### config.mk
export PLATFORM = sky130hd
export DESIGN_NAME = delay_line_var_flat
export DESIGN_NICKNAME = d
export VERILOG_FILES = /design/src/rtl/delay_line_var_if.sv /design/src/rtl/delay_line_var.sv /design/src/flat_wrapper.sv
export SDC_FILE = /design/constraint.sdc
export NUM_CORES = 1
export LEC_CHECK = 0
export CAP_MARGIN = 20
export CORE_MARGIN = 2
export CORE_UTILIZATION = 40
export CTS_CLUSTER_DIAMETER = 60
export DETAILED_ROUTE_END_ITERATION = 8
export HOLD_SLACK_MARGIN = 0.12
export PLACE_DENSITY_LB_ADDON = 0.15
export SLEW_MARGIN = 20
export SYNTH_ARGS = -nofsm -noshare
export SYNTH_HDL_FRONTEND = slang
export SYNTH_SLANG_ARGS = --single-unit
### constraint.sdc
create_clock -name clk -period 33 [get_ports clk]
set_input_delay 6.6 -clock clk [delete_from_list [all_inputs] [get_ports clk]]
set_output_delay 6.6 -clock clk [all_outputs]
set_load 0.1 [all_outputs]
### src/rtl/delay_line_var_if.sv
// Sample/control bundle for the variable delay line.
// The master drives the sample and control inputs; the slave is the delay line itself.
interface delay_line_var_if #(
  parameter int unsigned WIDTH     = 25,
  parameter int unsigned MAX_DELAY = 16
);
  localparam int unsigned SELW = $clog2(MAX_DELAY + 1);

  logic                    en;
  logic                    flush;
  logic [SELW-1:0]         delay_sel;
  logic signed [WIDTH-1:0] data_in;
  logic                    valid_in;
  logic signed [WIDTH-1:0] data_out;
  logic                    valid_out;

  modport master (
    output en, flush, delay_sel, data_in, valid_in,
    input  data_out, valid_out
  );

  modport slave (
    input  en, flush, delay_sel, data_in, valid_in,
    output data_out, valid_out
  );
endinterface

### src/rtl/delay_line_var.sv
// Runtime-selectable signed sample delay line with stall, per-sample valid and flush.
// The output is a delay_sel-driven mux over registered stages, so delay changes take effect in the same cycle.
module delay_line_var #(
  parameter int unsigned WIDTH     = 25,
  parameter int unsigned MAX_DELAY = 16
) (
  input  logic            clk,
  input  logic            reset,
  delay_line_var_if.slave bus
);
  localparam int unsigned SELW = $clog2(MAX_DELAY + 1);
  localparam int unsigned TAPW = $clog2(MAX_DELAY);

  logic signed [WIDTH-1:0] r_data [MAX_DELAY];
  logic [MAX_DELAY-1:0]    r_valid;
  logic [TAPW-1:0]         w_tap;

  // Clamp delay_sel to 1..MAX_DELAY and convert to a stage index.
  always_comb begin
    w_tap = '0;
    if (32'(bus.delay_sel) >= MAX_DELAY) begin
      w_tap = TAPW'(MAX_DELAY - 1);
    end else if (bus.delay_sel != '0) begin
      w_tap = TAPW'(bus.delay_sel - SELW'(1));
    end
  end

  always_ff @(posedge clk) begin
    if (reset || bus.flush) begin
      r_valid <= '0;
      for (int i = 0; i < int'(MAX_DELAY); i++) begin
        r_data[i] <= '0;
      end
    end else if (bus.en) begin
      r_valid   <= {r_valid[MAX_DELAY-2:0], bus.valid_in};
      r_data[0] <= bus.data_in;
      for (int i = 1; i < int'(MAX_DELAY); i++) begin
        r_data[i] <= r_data[i-1];
      end
    end
  end

  assign bus.data_out  = r_data[w_tap];
  assign bus.valid_out = r_valid[w_tap];

endmodule

### src/flat_wrapper.sv
// flat-port wrapper written by rule: the top's interface ports become plain ports
module delay_line_var_flat 
#(
  parameter int unsigned WIDTH     = 25,
  parameter int unsigned MAX_DELAY = 16
)
  (clk, reset, bus_en, bus_flush, bus_delay_sel, bus_data_in, bus_valid_in, bus_data_out, bus_valid_out);
  delay_line_var_if #(.WIDTH(WIDTH), .MAX_DELAY(MAX_DELAY)) bus_i ();
  input  logic clk;
  input  logic reset;
  input wire logic [$bits(bus_i.en)-1:0] bus_en;
  input wire logic [$bits(bus_i.flush)-1:0] bus_flush;
  input wire logic [$bits(bus_i.delay_sel)-1:0] bus_delay_sel;
  input wire logic [$bits(bus_i.data_in)-1:0] bus_data_in;
  input wire logic [$bits(bus_i.valid_in)-1:0] bus_valid_in;
  output wire logic [$bits(bus_i.data_out)-1:0] bus_data_out;
  output wire logic [$bits(bus_i.valid_out)-1:0] bus_valid_out;
  assign bus_i.en = bus_en;
  assign bus_i.flush = bus_flush;
  assign bus_i.delay_sel = bus_delay_sel;
  assign bus_i.data_in = bus_data_in;
  assign bus_i.valid_in = bus_valid_in;
  assign bus_data_out = bus_i.data_out;
  assign bus_valid_out = bus_i.valid_out;
  delay_line_var #(.WIDTH(WIDTH), .MAX_DELAY(MAX_DELAY)) u_core (.clk(clk), .reset(reset), .bus(bus_i));
endmodule
==> metrics.md <==
| Metric | Value |
|---|---|
| Ports | `61` |
| Final global-route overflow total | `0` |
| Final setup margin | `14.62 ns` |
| Final Hold Violating Endpoints | `0` |
| Placed cell area | `20,400 sq um` |
| H-Tree Depth | `2` |
| Normalized max-slew margin | `28.3%` |
| Max Buffers Root-to-Sink | `3` |
| First-pass GRT wire length | `70,500 microns` |
| Root Driver | `clkbuf_16` |
| Met1 usage | `26.8%` |
| CORE AREA | `47,900 sq um` |
| Die width | `225 microns` |
| Worst slew pin tran | `1.07 ns` |
| VDD IR-drop max | `0.0000337 V` |
| CP endpoint kind | `output pin` |
| Die area | `50,500 sq um` |
| Final instance area | `21,900 sq um` |
| Clock share of power | `40.1%` |
| Fin nets | `1,388` |
| Net Sw Power | `0.000326 W` |
| Initial core utilization | `40.6%` |
| Total CTS buffers | `46` |
| Crit path buf inv count | `5` |
| IO Port Bufs | `60` |
| Part of the power in registers | `48.5%` |
| Tot Pwr | `0.00126 W` |
| Combinational share of power | `11.4%` |
| Vias | `11,600` |
| #FFs+latches synth | `416` |
| Data arrival, critical path | `11.78 ns` |
| Tcrit/Tclk final | `55.7%` |
| P&R area growth vs syn | `12.5%` |
| Sw frac | `25.8%` |
| Required @ worst endpoint | `26.40 ns` |
| Cell Int Power | `0.000938 W` |
| Crit-path max FO | `62` |
| Final Skew | `0.0205 ns` |
| Post-DRT Antenna Nets | `0` |
| CTS tree | `done` |
| Cell Area, Synth | `19,500 sq um` |
| Worst-path cell chain | `clkdlybuf4s50_1 -> inv_2 -> ha_1 -> or3b_1 -> a21oi_4 -> buf_4 -> buf_4 -> a211oi_1 -> nor4_2 -> clkdlybuf4s50_1` |
| Clock sink count | `416` |
| Synth Flop Type | `edfxtp_1` |
| Met3 Resource Use GR | `2.82%` |
| PostCTS Resize Cnt | `0` |
| Post-DP HPWL | `21,600 microns` |
| RSZ-0062 raised after global routing | `false` |
| Outcome | `completed` |
| DR vias/cell | `5.80` |
| DRC viols | `0` |
| Row count | `80` |
| Setup Fix Bufs, Post-CTS | `0` |
| Async S/R FF share, synth | `0%` |
| Hold WS | `0.499 ns` |
| Setup TNS | `0 ns` |
| Number of global-route vias before repair | `11,600` |
| Slowest-stage cell, CP | `clkdlybuf4s50_1` |
| Largest net degree at the start of global routing | `279` |
| DP Worst Slack | `14.52 ns` |
| Post-Route WL | `44,700 microns` |
| GR Util met2 | `26.6%` |
| Share of cells above drive strength 1 | `24.9%` |
| Ant diodes | `0` |
| Static leakage | `9.16 nW` |
| CTS clk-pin slew, worst paths | `0.06 ns` |
| Gpl congestion | `0.697` |
| Global-route usage over all layers | `17.7%` |
| Slowest stage delay, CP | `1.24 ns` |
| Slew Viols, Final | `0` |
| Post-layout min period | `18.38 ns` |
| Setup Viol. Count Final | `0` |
| Delay-heaviest family, CP | `buffers and inverters` |
| Initial antenna violation count | `0` |
| Syn Area/Cell | `14.2 sq um` |
| Die height | `225 microns` |
| Synthesis Warnings | `0` |
| DRT iter0 DRCs | `1,162` |
| Max Clk Rate | `0.0544 GHz` |
| Hold_buf cts | `0` |
| Sequential area share after synthesis | `63.3%` |
| Mapped Cells | `1,369` |
| Pwr Density | `57.7 nW/um^2` |
| EDFF count, synth | `400` |
| Clock Latency Late Sink | `0.58 ns` |
| 1st-pass router iterations | `7` |
| Mapped Nets | `1,405` |
| WS Path Type | `in -> out` |
| Startpoint types | `input port` |
| HP Class | `reg -> reg` |
| Max Cap Violations | `0` |
| Yosys cell types | `45` |
| Routed len/inst | `22.3 microns` |
| GRT busiest layer | `met1` |
sequential cells by signal, summed over array words and instances (netlist names):
| signal | count |
|---|---|
| u_core.r_valid | 16 |
| u_core.r_data | 400 |
synthesized netlist by cell type (2+ instances only):
master    number  area, sq um
a211oi_1      77          578
a211oi_2      23          288
a21oi_1        4         20.0
and2_1       150          938
and3_1       250         1560
buf_1          7         26.3
buf_2         26          130
buf_4          4         30.0
buf_6          8         90.1
clkbuf_1     101          379
dfxtp_1       16          320
edfxtp_1     400        12000
inv_1          2         7.51
mux2_2       102         1150
mux2i_1       17          170
nand2_1        3         11.3
nand3_1        2         10.0
nor2_1        23         86.3
nor4_1         2         12.5
nor4_2        23          288
o21a_1         2         15.0
o21ai_0        2         10.0
o21bai_1       2         15.0
o221a_1        4         45.0
o221a_2       98         1100
or2_1          2         12.5
layout by cell type, fill, tap and decap left out, drive strengths merged, types with 2 or more instances in the layout:
master,Yosys,routed
nand3,2,2
nor2,23,23
nor3b,2,2
o21bai,2,2
nand2,3,3
a21oi,5,5
or2,3,3
dfxtp,16,16
clkinvlp,0,3
clkbuf,101,54
bufinv,0,4
o21ai,2,2
nor4,25,25
inv,3,3
and3,250,250
mux2,102,102
and2,150,150
o221a,102,102
o21a,2,2
clkinv,0,22
buf,45,22
mux2i,17,17
clkdlybuf4s50,0,59
a211oi,100,100
edfxtp,400,400
stage by stage:
step / util (%) / std cells
2_1_floorplan: - / 1369
3_3_place_gp: 42.6 / 1918
3_5_place_dp: 42.6 / 1918
4_1_cts: 45.6 / 2001
5_1_grt: 45.7 / 2002
6_report: 45.7 / 2002
power by group through the flow:
| stage | combinational (W) | sequential [W] | clock, W |
|---|---|---|---|
| floorplan | 0.000107 | 0.000625 | 0 |
| detailed placement | 0.000145 | 0.000624 | 0 |
| global placement | 0.000145 | 0.000623 | 0 |
| CTS | 0.000146 | 0.000613 | 0.000520 |
| global route | 0.000153 | 0.000616 | 0.000539 |
| finish | 0.000144 | 0.000613 | 0.000507 |
per-layer routing:
layer	routed length, microns	share of wire [%]
met1	22300	50
met2	20000	45
met3	1820	4.1
met4	614	1.4
met5	0	0
cells by family after synthesis:
logic type,Yosys count,synth area share [%]
and+or+nand+nor,463,15.3
DFF,416,63.3
AOI/OAI and AO/OA,221,11.1
buffers and inverters,149,3.42
muxes,119,6.77
adders and majority gates,1,0.0642
tightest hold or removal path, stage by stage, from the launching register on:
cell and delay (ns):
dfxtp_1 0.33, mux2i_1 0.07, nor2_1 0.07
cell type report:
class,instances,area [sq um]
inverters,3,11.3
flip-flops and latches,416,12300
repair buffers,81,792
clock buffers,54,1200
well taps,615,769
multi-input cells,804,6540
clock inverters,29,259
fillers,4215,26000
path summary, 6_finish.rpt:
path | start | end | slack [ns] | cells after the start
setup / recovery | bus_delay_sel[0] | bus_data_out[3] | 14.62 | 10
hold / removal | u_core.r_valid[15]$_SDFFE_PP0P_ | u_core.r_valid[15]$_SDFFE_PP0P_ | 0.50 | 2
setup reg to reg | u_core.r_data[0][16]$_SDFFCE_PN0P_ | u_core.r_data[1][16]$_SDFFCE_PN0P_ | 32.04 | 1
hold reg to reg | u_core.r_valid[15]$_SDFFE_PP0P_ | u_core.r_valid[15]$_SDFFE_PP0P_ | 0.50 | 2
No activity file was read; power rests on OpenSTA's default activity.
